## config.mk

```make
export PLATFORM = sky130hd
export DESIGN_NAME = sdram_burst_sched
export DESIGN_NICKNAME = d
export VERILOG_FILES = /design/src/rtl/sdram_burst_sched.sv
export SDC_FILE = /design/constraint.sdc
export NUM_CORES = 1
export LEC_CHECK = 0
export ABC_AREA = 1
export BUFFER_PORTS_ARGS = -buffer_cell sky130_fd_sc_hd__buf_4
export CORE_ASPECT_RATIO = 0.5
export CORE_UTILIZATION = 55
export CTS_BUF_LIST = sky130_fd_sc_hd__clkbuf_4 sky130_fd_sc_hd__clkbuf_8
export CTS_CLUSTER_DIAMETER = 100
export DETAILED_ROUTE_END_ITERATION = 10
export GPL_ROUTABILITY_DRIVEN = 0
export GPL_TIMING_DRIVEN = 1
export HOLD_SLACK_MARGIN = 0.06
export PLACE_DENSITY_LB_ADDON = 0.2
export SLEW_MARGIN = 40
export SYNTH_ARGS = -nofsm -noshare
export SYNTH_HDL_FRONTEND = slang
export SYNTH_SLANG_ARGS = --single-unit
```

## constraint.sdc

```tcl
create_clock -name clk -period 2.79 [get_ports clk]
set_clock_uncertainty 0.15 [all_clocks]
set_input_delay 0 -clock clk [delete_from_list [all_inputs] [get_ports clk]]
set_output_delay 0 -clock clk [all_outputs]
set_load 0.01 [all_outputs]
```

## src/rtl/sdram_burst_sched.sv

```systemverilog
`default_nettype none
// ============================================================================
//  Module      : sdram_burst_sched
//  Description : Burst scheduler between two user-side 16-bit FIFOs and an
//                SDRAM controller. Full bursts of BURST_LEN words are moved
//                from the write FIFO to SDRAM and back into the read FIFO,
//                with linear 23-bit write/read pointers mapped onto
//                bank/row/column. Reads win over writes when both are ready.
//  Revision    : 1.0 - initial release
// ============================================================================
module sdram_burst_sched #(
    parameter int FIFO_DEPTH = 16,
    parameter int BURST_LEN  = 8
) (
    input  logic        clk,
    input  logic        rst,
    // user write side
    input  logic        wr_req,
    input  logic [15:0] wr_din,
    output logic        wr_full,
    output logic        wr_ovf,
    // user read side
    input  logic        rd_req,
    output logic [15:0] rd_dout,
    output logic        rd_empty,
    // controller command / data
    output logic        ctl_wr_en,
    output logic        ctl_rd_en,
    output logic [1:0]  ctl_bank,
    output logic [12:0] ctl_row,
    output logic [8:0]  ctl_col,
    output logic [15:0] ctl_wr_data,
    input  logic        ctl_wrdata_vld,
    input  logic        ctl_wdata_done,
    input  logic        ctl_rddata_vld,
    input  logic [15:0] ctl_rd_data,
    input  logic        ctl_rdata_done
);

    localparam int          c_PTR_W     = (FIFO_DEPTH > 1) ? $clog2(FIFO_DEPTH) : 1;
    localparam int          c_CNT_W     = $clog2(FIFO_DEPTH + 1);
    localparam logic [c_PTR_W-1:0] c_PTR_LAST = c_PTR_W'(FIFO_DEPTH - 1);
    localparam logic [c_CNT_W-1:0] c_CNT_FULL = c_CNT_W'(FIFO_DEPTH);
    localparam logic [c_CNT_W-1:0] c_CNT_BURST = c_CNT_W'(BURST_LEN);
    localparam logic [22:0] c_ADDR_STEP = 23'(BURST_LEN);
    localparam logic [20:0] c_OCC_LIMIT = 21'h100000;

    typedef enum logic [2:0] {
        IDLE     = 3'd0,
        WR_REQ   = 3'd1,
        WR_BURST = 3'd2,
        RD_REQ   = 3'd3,
        RD_BURST = 3'd4
    } state_t;

    state_t r_state;
    state_t w_state_next;

    // write FIFO
    logic [15:0]        r_wf_mem [FIFO_DEPTH];
    logic [c_PTR_W-1:0] r_wf_wptr;
    logic [c_PTR_W-1:0] r_wf_rptr;
    logic [c_CNT_W-1:0] r_wf_cnt;
    logic               w_wf_push;
    logic               w_wf_pop;
    logic               w_wf_pop_en;

    // read FIFO
    logic [15:0]        r_rf_mem [FIFO_DEPTH];
    logic [c_PTR_W-1:0] r_rf_wptr;
    logic [c_PTR_W-1:0] r_rf_rptr;
    logic [c_CNT_W-1:0] r_rf_cnt;
    logic               w_rf_push;
    logic               w_rf_pop;
    logic               w_rf_push_en;
    logic               w_rf_full;

    // SDRAM side bookkeeping
    logic [22:0]        r_wa;
    logic [22:0]        r_ra;
    logic [20:0]        r_occ;
    logic [22:0]        r_addr;
    logic               r_ctl_wr_en;
    logic               r_ctl_rd_en;
    logic               w_wr_done;
    logic               w_rd_done;
    logic               w_rd_elig;
    logic               w_wr_elig;
    logic               w_issue_wr;
    logic               w_issue_rd;

    // ------------------------------------------------------------------------
    // FIFO handshakes. A push into a full write FIFO is dropped even when a
    // pop frees a slot in the same cycle, so full is judged on the old count.
    // ------------------------------------------------------------------------
    assign wr_full     = (r_wf_cnt == c_CNT_FULL);
    assign wr_ovf      = wr_req & wr_full;
    assign w_wf_push   = wr_req & ~wr_full;
    assign w_wf_pop    = w_wf_pop_en & (r_wf_cnt != '0);
    assign ctl_wr_data = r_wf_mem[r_wf_rptr];

    assign rd_empty    = (r_rf_cnt == '0);
    assign w_rf_full   = (r_rf_cnt == c_CNT_FULL);
    assign w_rf_pop    = rd_req & ~rd_empty;
    assign w_rf_push   = w_rf_push_en & ~w_rf_full;
    assign rd_dout     = r_rf_mem[r_rf_rptr];

    // Read needs a stored burst and room for a whole burst in the read FIFO,
    // which reserves the space so the controller can never overflow it.
    assign w_rd_elig = (r_occ != '0) && ((c_CNT_FULL - r_rf_cnt) >= c_CNT_BURST);
    assign w_wr_elig = (r_wf_cnt >= c_CNT_BURST) && (r_occ < c_OCC_LIMIT);

    assign w_issue_wr = (r_state == IDLE) && (w_state_next == WR_REQ);
    assign w_issue_rd = (r_state == IDLE) && (w_state_next == RD_REQ);

    // Write FIFO storage: capture the user word on an accepted push
    always_ff @(posedge clk) begin
        if (w_wf_push) begin
            r_wf_mem[r_wf_wptr] <= wr_din;
        end
    end

    // Write FIFO pointers and occupancy count
    always_ff @(posedge clk) begin
        if (rst) begin
            r_wf_wptr <= '0;
            r_wf_rptr <= '0;
            r_wf_cnt  <= '0;
        end else begin
            if (w_wf_push) begin
                r_wf_wptr <= (r_wf_wptr == c_PTR_LAST) ? '0 : r_wf_wptr + 1'b1;
            end
            if (w_wf_pop) begin
                r_wf_rptr <= (r_wf_rptr == c_PTR_LAST) ? '0 : r_wf_rptr + 1'b1;
            end
            case ({w_wf_push, w_wf_pop})
                2'b10:   r_wf_cnt <= r_wf_cnt + 1'b1;
                2'b01:   r_wf_cnt <= r_wf_cnt - 1'b1;
                default: r_wf_cnt <= r_wf_cnt;
            endcase
        end
    end

    // Read FIFO storage: capture controller data during a read burst
    always_ff @(posedge clk) begin
        if (w_rf_push) begin
            r_rf_mem[r_rf_wptr] <= ctl_rd_data;
        end
    end

    // Read FIFO pointers and occupancy count
    always_ff @(posedge clk) begin
        if (rst) begin
            r_rf_wptr <= '0;
            r_rf_rptr <= '0;
            r_rf_cnt  <= '0;
        end else begin
            if (w_rf_push) begin
                r_rf_wptr <= (r_rf_wptr == c_PTR_LAST) ? '0 : r_rf_wptr + 1'b1;
            end
            if (w_rf_pop) begin
                r_rf_rptr <= (r_rf_rptr == c_PTR_LAST) ? '0 : r_rf_rptr + 1'b1;
            end
            case ({w_rf_push, w_rf_pop})
                2'b10:   r_rf_cnt <= r_rf_cnt + 1'b1;
                2'b01:   r_rf_cnt <= r_rf_cnt - 1'b1;
                default: r_rf_cnt <= r_rf_cnt;
            endcase
        end
    end

    // Scheduler state register
    always_ff @(posedge clk) begin
        if (rst) begin
            r_state <= IDLE;
        end else begin
            r_state <= w_state_next;
        end
    end

    // Scheduler next state and burst-phase data strobes
    always_comb begin
        w_state_next = r_state;
        w_wf_pop_en  = 1'b0;
        w_rf_push_en = 1'b0;
        w_wr_done    = 1'b0;
        w_rd_done    = 1'b0;
        case (r_state)
            IDLE: begin
                if (w_rd_elig) begin
                    w_state_next = RD_REQ;
                end else if (w_wr_elig) begin
                    w_state_next = WR_REQ;
                end
            end
            WR_REQ: begin
                w_state_next = WR_BURST;
            end
            WR_BURST: begin
                w_wf_pop_en = ctl_wrdata_vld;
                if (ctl_wdata_done) begin
                    w_wr_done    = 1'b1;
                    w_state_next = IDLE;
                end
            end
            RD_REQ: begin
                w_state_next = RD_BURST;
            end
            RD_BURST: begin
                w_rf_push_en = ctl_rddata_vld;
                if (ctl_rdata_done) begin
                    w_rd_done    = 1'b1;
                    w_state_next = IDLE;
                end
            end
            default: begin
                w_state_next = IDLE;
            end
        endcase
    end

    // Linear SDRAM pointers and burst occupancy, updated on burst completion
    always_ff @(posedge clk) begin
        if (rst) begin
            r_wa  <= '0;
            r_ra  <= '0;
            r_occ <= '0;
        end else begin
            if (w_wr_done) begin
                r_wa <= r_wa + c_ADDR_STEP;
            end
            if (w_rd_done) begin
                r_ra <= r_ra + c_ADDR_STEP;
            end
            if (w_wr_done) begin
                r_occ <= r_occ + 1'b1;
            end else if (w_rd_done) begin
                r_occ <= r_occ - 1'b1;
            end
        end
    end

    // Registered command strobes; the address latches on issue and holds
    always_ff @(posedge clk) begin
        if (rst) begin
            r_ctl_wr_en <= 1'b0;
            r_ctl_rd_en <= 1'b0;
            r_addr      <= '0;
        end else begin
            r_ctl_wr_en <= w_issue_wr;
            r_ctl_rd_en <= w_issue_rd;
            if (w_issue_wr) begin
                r_addr <= r_wa;
            end else if (w_issue_rd) begin
                r_addr <= r_ra;
            end
        end
    end

    assign ctl_wr_en = r_ctl_wr_en;
    assign ctl_rd_en = r_ctl_rd_en;
    assign ctl_bank  = r_addr[22:21];
    assign ctl_row   = {1'b0, r_addr[20:9]};
    assign ctl_col   = r_addr[8:0];

endmodule
`default_nettype wire

```

==> results of run 1 <==
-- through the flow --
stage	setup TNS, ps	power (uW)	cells
global placement	0	17700	3099
finish	0	25300	3338
floorplan	0	15800	2389
detailed placement	0	17800	3099
global route	-14.2	26700	3338
CTS	0	25400	3337
-- cells in the final DEF, fill, tap and decap left out, drive strengths merged, types with 3 or more instances in the layout --
cell type / count
nand3: 118
a211oi: 6
o211ai: 129
nand4: 16
dfxtp: 120
o21bai: 9
mux2i: 128
nand3b: 4
buf: 172
xnor2: 11
conb: 4
bufinv: 5
clkinv: 35
clkbuf: 123
a21oi: 202
or2: 9
ha: 41
o21a: 3
xor2: 15
nor3: 29
nand2: 278
dlygate4sd3: 74
edfxtp: 512
fa: 3
inv: 274
o21ai: 225
nor2: 135
-- power by group --
group | total [uW] | internal, uW | switching [uW] | leakage [uW]
Combinational | 7090 | 2690 | 4410 | 0.00520
Sequential | 10700 | 10400 | 258 | 0.00559
Clock | 7490 | 3980 | 3510 | 0.000972
-- repair_timing --
item	CTS	global route
hold buffers	74	0
endpoints found under the hold margin	631	0
setup endpoints to repair	0	19
buffers inserted	0	1
resized for setup	0	13
-- worst max-delay path: cells and delay by family (launching register included) --
| kind | cells | cell delay, ps |
|---|---|---|
| AOI/OAI and AO/OA | 3 | 490 |
| and+or+nand+nor | 7 | 930 |
| adders and majority gates | 1 | 340 |
| buffers and inverters | 2 | 240 |
| DFF | 1 | 350 |
-- registers in the layout (all words and copies together), names as in the netlist, named ones only --
name,count
r_wf_mem,256
ctl_wr_en,1
r_rf_mem,256
r_ra,20
r_wf_cnt,5
r_wf_wptr,4
r_rf_rptr,4
r_state,3
r_wf_rptr,4
r_wa,20
r_occ,21
r_rf_cnt,5
ctl_rd_en,1
r_addr,20
r_rf_wptr,4
-- routing by layer --
layer / vias up / part of all wire [%] / track usage, %
met5: - / 0 / 0
met4: 0 / 2.5 / 7.57
met3: 110 / 5.1 / 4.25
met2: 445 / 49 / 40.4
met1: 8758 / 44 / 33.4
li1: 8940 / - / -
-- cell type report --
class                   instances  area, sq um
clock buffers                 123         1510
clock inverters                41          324
fillers                      3824        17000
inverters                     274         1030
multi-input cells            1373         8180
flip-flops and latches        632        17800
well taps                     649          812
repair buffers                246         2180
-- path summary, 6_finish.rpt --
kind                     from         endpoint  slack [ps]  cells past startpoint
setup / recovery   r_state[2]        r_occ[15]         160                     13
hold / removal     wr_din[10]  r_wf_mem[9][10]         100                      2
setup reg to reg   r_state[2]        r_occ[15]         160                     13
hold reg to reg   r_rf_cnt[0]      r_rf_cnt[0]         320                      1
-- cells in the mapped netlist (3+ instances only) --
cell type	n
sky130_fd_sc_hd__nand2_1	261
sky130_fd_sc_hd__o21bai_1	9
sky130_fd_sc_hd__o211ai_1	129
sky130_fd_sc_hd__edfxtp_1	512
sky130_fd_sc_hd__buf_2	28
sky130_fd_sc_hd__nand3_1	111
sky130_fd_sc_hd__nand2_4	4
sky130_fd_sc_hd__o21ai_1	7
sky130_fd_sc_hd__o21ai_0	218
sky130_fd_sc_hd__ha_1	41
sky130_fd_sc_hd__or2_2	7
sky130_fd_sc_hd__nand2_2	13
sky130_fd_sc_hd__buf_4	10
sky130_fd_sc_hd__xnor2_1	11
sky130_fd_sc_hd__nand3b_1	4
sky130_fd_sc_hd__inv_1	265
sky130_fd_sc_hd__nand4_1	15
sky130_fd_sc_hd__inv_2	7
sky130_fd_sc_hd__clkbuf_1	63
sky130_fd_sc_hd__nor3_2	4
sky130_fd_sc_hd__buf_1	8
sky130_fd_sc_hd__dfxtp_1	120
sky130_fd_sc_hd__a211oi_1	6
sky130_fd_sc_hd__nor2_2	4
sky130_fd_sc_hd__nor3_1	23
sky130_fd_sc_hd__o21a_1	3
sky130_fd_sc_hd__fa_1	3
sky130_fd_sc_hd__nand3_2	7
sky130_fd_sc_hd__mux2i_1	128
sky130_fd_sc_hd__a21oi_1	200
sky130_fd_sc_hd__nor2_1	129
sky130_fd_sc_hd__xor2_1	15
-- logic make-up after synthesis --
logic type	Yosys count
xor gates and xnor gates	26
muxes	128
and+or+nand+nor	594
adders and majority gates	44
AOI/OAI and AO/OA	577
other	1
DFF	632
buffers and inverters	384
==> out/qor.yml, run 1 <==
die:
  die_width_microns: 317
  cell_rows: 57
  floorplan.core_area_sq_mm: 0.0488
  die_y_microns: 160
  design.portCount: 101
  die_area_sq_mm: 0.0507
  start_util_pct: 56.1
cts:
  cts.htree.levels: 3
  cts_num_sinks: 632
  cts.root.buffer_cell: "sky130_fd_sc_hd__clkbuf_8"
  cts_made_buffers: 89
  clock_pin_transition_on_the_worst_setup_and_hold_timing_paths_ps: 70
  clk_path_buf_depth: 3
  cts_tree: "yes"
  worstSkewPairLatency_ps: 660
run:
  max_cap_viol_count: 0
logic_synthesis:
  yosys.area_share.simple_pct: 9.82
  synthesis.area_sq_mm: 0.0273
  number_of_enable_flip_flop_cells_after_synthesis: 512
  synth.mux.area_fraction_pct: 4.69
  yosysWarningCount: 0
  syn-mean-instance-area_sq_um: 11.5
  share_of_synthesized_cell_area_in_full_adder_half_adder_and_majority_cells_pct: 2.10
  dominant_combinational_cell_family_by_area_after_synthesis: "compound AO/OA/AOI/OAI gates"
  yosys.area.top_type_share_pct: 56.2
  synth_compound_area_share_pct: 12.0
  synth_async_sr_flop_share_pct: 0
  synth_area_leaders: "sky130_fd_sc_hd__edfxtp_1 (56%), sky130_fd_sc_hd__dfxtp_1 (8.8%), sky130_fd_sc_hd__mux2i_1 (4.7%)"
  synth.largest_area_cell: "sky130_fd_sc_hd__edfxtp_1"
  most_common_flop_cell_mapped_by_yosys: "sky130_fd_sc_hd__edfxtp_1"
  synth_cell_type_count: 48
  synthXorXnorAreaFrac_pct: 0.833
  seq_area_frac_synth_pct: 65.0
  yosys_register_bits: 632
  syn-instance-count: 2386
drt:
  avgRoutedWirePerCell_microns: 18.5
  routed_wl_mm: 61.9
  remaining_antenna_violation_count: 0
  via_count: 18300
  drt_iter0_drc: 1505
  firstDrtPassIters: 5
  post_detailed_route_drc_marker_count: 0
  drt_via_density: 5.47
place:
  post-place-ws_ps: 73.5
  io_buffer_count: 96
  placed_wire_length_estimate_after_detailed_placement_mm: 36.2
  placement.cell_area_sq_mm: 0.0292
timing:
  timing_hold_violations_final: 0
  slew_headroom_pct: 41.7
  worst_hold_slack_ps: 103
  max_clock_freq_ghz: 0.380
  grt_setup_unrepaired: "yes"
  min_period_ps: 2630
  worst_slew_pin_slew_ps: 868
  layout_setup_ws_ps: 159
  timing_max_transition_violations_final: 0
  setup_viol: 0
  final_min_period_over_clock_period_pct: 94.3
worst_setup_path:
  critical_path_peak_fanout: 34
  setup.worst_path.class: "reg2reg"
  crit_top_cell: "sky130_fd_sc_hd__nand2_1"
  critical-path-max-stage-delay_ps: 350
  worstPathArrival_ps: 3040
  critPathLaunchType: "flop"
  critical_path.cell_chain: "nor3_4 -> nand2_2 -> buf_12 -> ha_1 -> a21oi_1 -> o21ai_0 -> or2_2 -> nand2_1 -> nand2_1 -> nand2_1 -> nand2_1 -> o21bai_1 -> inv_1"
  worstPathRequired_ps: 3190
  cp-end-kind: "flop"
  critical_path.slowest_cell: "sky130_fd_sc_hd__dfxtp_1"
layout:
  nNetsFinal: 2700
  final_design_area_no_fill_sq_mm: 0.0318
  layout_cell_share_with_drive_strength_beyond_1_pct: 15.7
  ant_diodes: 0
  final_util_pct: 65.2
  area_growth_syn_to_layout_pct: 16.4
grt:
  grt_start_max_net_pins: 99
  antenna_found_initial: 0
  groute.usage.overall_pct: 24.6
  globalRoute.totalOverflow: 0
  global_route_wire_length_before_repair_mm: 96.1
  via_count_of_the_first_global_routing_pass: 17500
min_path:
  hp-class: "in2reg"
power_and_ir_drop:
  ir_worst_vdd_mv: 0.524
  leakagePower_uw: 0.0118
  power_density_mw_per_mm2: 795
run_status:
  status: "finished clean"
Note: power is estimated with default switching activity, not from simulation.
==> run 2, diff against run 1 <==
- ABC_AREA: 1 -> default
- clock period: 2.79 -> 2.85 ns (I/O delays scaled with it)
==> out/qor.yml, run 2 <==
cts:
  cts.root.buffer_cell: "sky130_fd_sc_hd__clkbuf_8"
  cts_tree: "yes"
  cts.htree.levels: 3
  worstSkewPairLatency_ps: 650
  cts_num_sinks: 632
  clk_path_buf_depth: 3
  cts_made_buffers: 87
  clock_pin_transition_on_the_worst_setup_and_hold_timing_paths_ps: 70
die:
  floorplan.core_area_sq_mm: 0.0456
  die_width_microns: 308
  die_y_microns: 155
  start_util_pct: 56.4
  design.portCount: 101
  cell_rows: 55
  die_area_sq_mm: 0.0477
timing:
  min_period_ps: 2800
  slew_headroom_pct: 49.2
  final_min_period_over_clock_period_pct: 98.3
  worst_slew_pin_slew_ps: 760
  max_clock_freq_ghz: 0.357
  layout_setup_ws_ps: 49.7
  final.setup.tns_ps: 0
  timing_max_transition_violations_final: 0
  grt_setup_unrepaired: "yes"
  setup_viol: 0
  timing_hold_violations_final: 0
logic_synthesis:
  yosys.area.top_type_share_pct: 59.8
  synth.largest_area_cell: "sky130_fd_sc_hd__edfxtp_1"
  most_common_flop_cell_mapped_by_yosys: "sky130_fd_sc_hd__edfxtp_1"
  syn-instance-count: 1478
  yosys_register_bits: 632
  synth_area_leaders: "sky130_fd_sc_hd__edfxtp_1 (60%), sky130_fd_sc_hd__mux4_2 (14%), sky130_fd_sc_hd__dfxtp_1 (9.3%)"
  synth_async_sr_flop_share_pct: 0
  seq_area_frac_synth_pct: 69.1
  synth_most_common_cell: "sky130_fd_sc_hd__edfxtp_1"
  number_of_enable_flip_flop_cells_after_synthesis: 512
  ys_top_cells_by_count: "sky130_fd_sc_hd__edfxtp_1 (512), sky130_fd_sc_hd__mux4_2 (160), sky130_fd_sc_hd__dfxtp_1 (120)"
  synth_cell_type_count: 66
  synthesis.area_sq_mm: 0.0257
  yosysWarningCount: 0
  syn-mean-instance-area_sq_um: 17.4
worst_setup_path:
  worstPathArrival_ps: 3150
  critPathLaunchType: "flop"
  critical_path_peak_fanout: 4
  worstPathRequired_ps: 3200
  setup.worst_path.class: "reg2reg"
  r2r_setup_slack_ps: 50
  cp-end-kind: "flop"
run:
  max_cap_viol_count: 0
place:
  io_buffer_count: 96
  post-place-ws_ps: -205
  placement.cell_area_sq_mm: 0.0279
  placed_wire_length_estimate_after_detailed_placement_mm: 32.0
drt:
  post_detailed_route_drc_marker_count: 0
  firstDrtPassIters: 5
  avgRoutedWirePerCell_microns: 22.4
  routed_wl_mm: 55.7
  drt_iter0_drc: 1331
  remaining_antenna_violation_count: 0
  drt_via_density: 5.82
  via_count: 14500
layout:
  leading_registers_by_flop_count: "r_rf_mem x256, r_wf_mem x256, r_occ x21"
  nNetsFinal: 1871
  area_growth_syn_to_layout_pct: 20.2
  multi_input_area_sq_mm: 0.00780
  fillers: 3027
  layout_commonest_cell: "sky130_fd_sc_hd__edfxtp_1"
  layout_common_cells: "sky130_fd_sc_hd__edfxtp_1 (512), sky130_fd_sc_hd__buf_4 (185), sky130_fd_sc_hd__mux4_2 (160)"
  final_design_area_no_fill_sq_mm: 0.0309
  layout_cell_share_with_drive_strength_beyond_1_pct: 31.5
  regArea_sq_mm: 0.0178
  ant_diodes: 0
power_and_ir_drop:
  power_uw: 22700
  ir_worst_vdd_mv: 0.560
  power_density_mw_per_mm2: 733
  leakagePower_uw: 0.0104
grt:
  grt_start_max_net_pins: 103
  groute.usage.overall_pct: 23.5
  antenna_found_initial: 0
  globalRoute.totalOverflow: 0
  global_route_wire_length_before_repair_mm: 84.3
  via_count_of_the_first_global_routing_pass: 14800
run_status:
  status: "finished clean"
min_path:
  hp-class: "in2reg"
run 2: cell types whose count changed in the layout (fill, tap and decap cells not counted), moves of 129 or more:
cell,before,now
sky130_fd_sc_hd__inv_1,261,20
sky130_fd_sc_hd__o211ai_1,129,0
sky130_fd_sc_hd__a21oi_1,198,50
sky130_fd_sc_hd__mux4_2,0,160
sky130_fd_sc_hd__nand2_1,260,64
sky130_fd_sc_hd__o21ai_0,218,21
run 2: cell type report:
cell class / instances / share of cell area (%)
Clock inverter: 51 / 1.07
Clock buffer: 109 / 4.43
Timing Repair Buffer: 293 / 8.86
Tap cell: 627 / 2.54
Multi-Input combinational cell: 748 / 25.2
Inverter: 25 / 0.312
Sequential cell: 632 / 57.6
run 2: path summary, 6_finish.rpt:
kind / to / from / cells past startpoint
setup / recovery: r_rf_cnt[4] / r_rf_cnt[3] / 13
hold / removal: r_rf_mem[3][13] / ctl_rd_data[13] / 2
setup reg to reg: r_rf_cnt[4] / r_rf_cnt[3] / 13
hold reg to reg: r_addr[12] / r_addr[12] / 1
run 2: repair_timing:
| item | in CTS | in global routing |
|---|---|---|
| endpoints found under the hold margin | 635 | 0 |
| buffers inserted | 12 | 11 |
| cloned | 0 | 1 |
| gates resized for setup | 18 | 52 |
| hold buffers | 79 | 0 |
| pin swaps | 4 | 19 |
| setup endpoints to repair | 37 | 25 |
run 2: per-layer routing:
layer / GRT usage, % / wire, microns
met1: 32.0 / 23200
met2: 39.9 / 28300
met3: 3.98 / 3250
met4: 5.88 / 1000
met5: 0 / 0
run 2: where the power goes:
| part | leakage, uW | internal (uW) | switching [uW] |
|---|---|---|---|
| Combinational | 0.00390 | 2520 | 2840 |
| Sequential | 0.00559 | 10200 | 232 |
| Clock | 0.000902 | 3470 | 3400 |
run 2: cell families (layout without fill, tap and decap cells):
logic type | Yosys count | count (layout) | synth area share [%]
compound gates | 156 | 156 | 4.06
fa+ha+maj | 44 | 44 | 2.23
mux | 188 | 188 | 15.1
other cells | 1 | 4 | 0.0146
buf+inv | 101 | 478 | 1.79
simple gates | 303 | 303 | 5.87
flops | 632 | 632 | 69.1
xor+xnor | 53 | 53 | 1.80
run 2: worst max-delay path, stage by stage (launching register included):
cell	delay (ps)
sky130_fd_sc_hd__dfxtp_4	360
sky130_fd_sc_hd__nor4_4	300
sky130_fd_sc_hd__ha_2	210
sky130_fd_sc_hd__and3b_2	210
sky130_fd_sc_hd__inv_2	80
sky130_fd_sc_hd__ha_4	170
sky130_fd_sc_hd__inv_4	40
sky130_fd_sc_hd__fa_2	360
sky130_fd_sc_hd__nor2b_2	140
sky130_fd_sc_hd__o21ai_1	80
sky130_fd_sc_hd__and3_1	170
sky130_fd_sc_hd__nor3_2	180
sky130_fd_sc_hd__xnor2_1	150
sky130_fd_sc_hd__nor2_1	60
run 2: through the flow:
stage | hold WS [ps] | util [%] | std cells
after detailed placement | 152 | 61.2 | 2222
after floorplan | -51.1 | - | 1481
after global routing | 89.7 | 67.8 | 2485
after CTS | 68.3 | 67.0 | 2473
final | 120 | 67.8 | 2485
after global placement | 131 | 61.2 | 2222
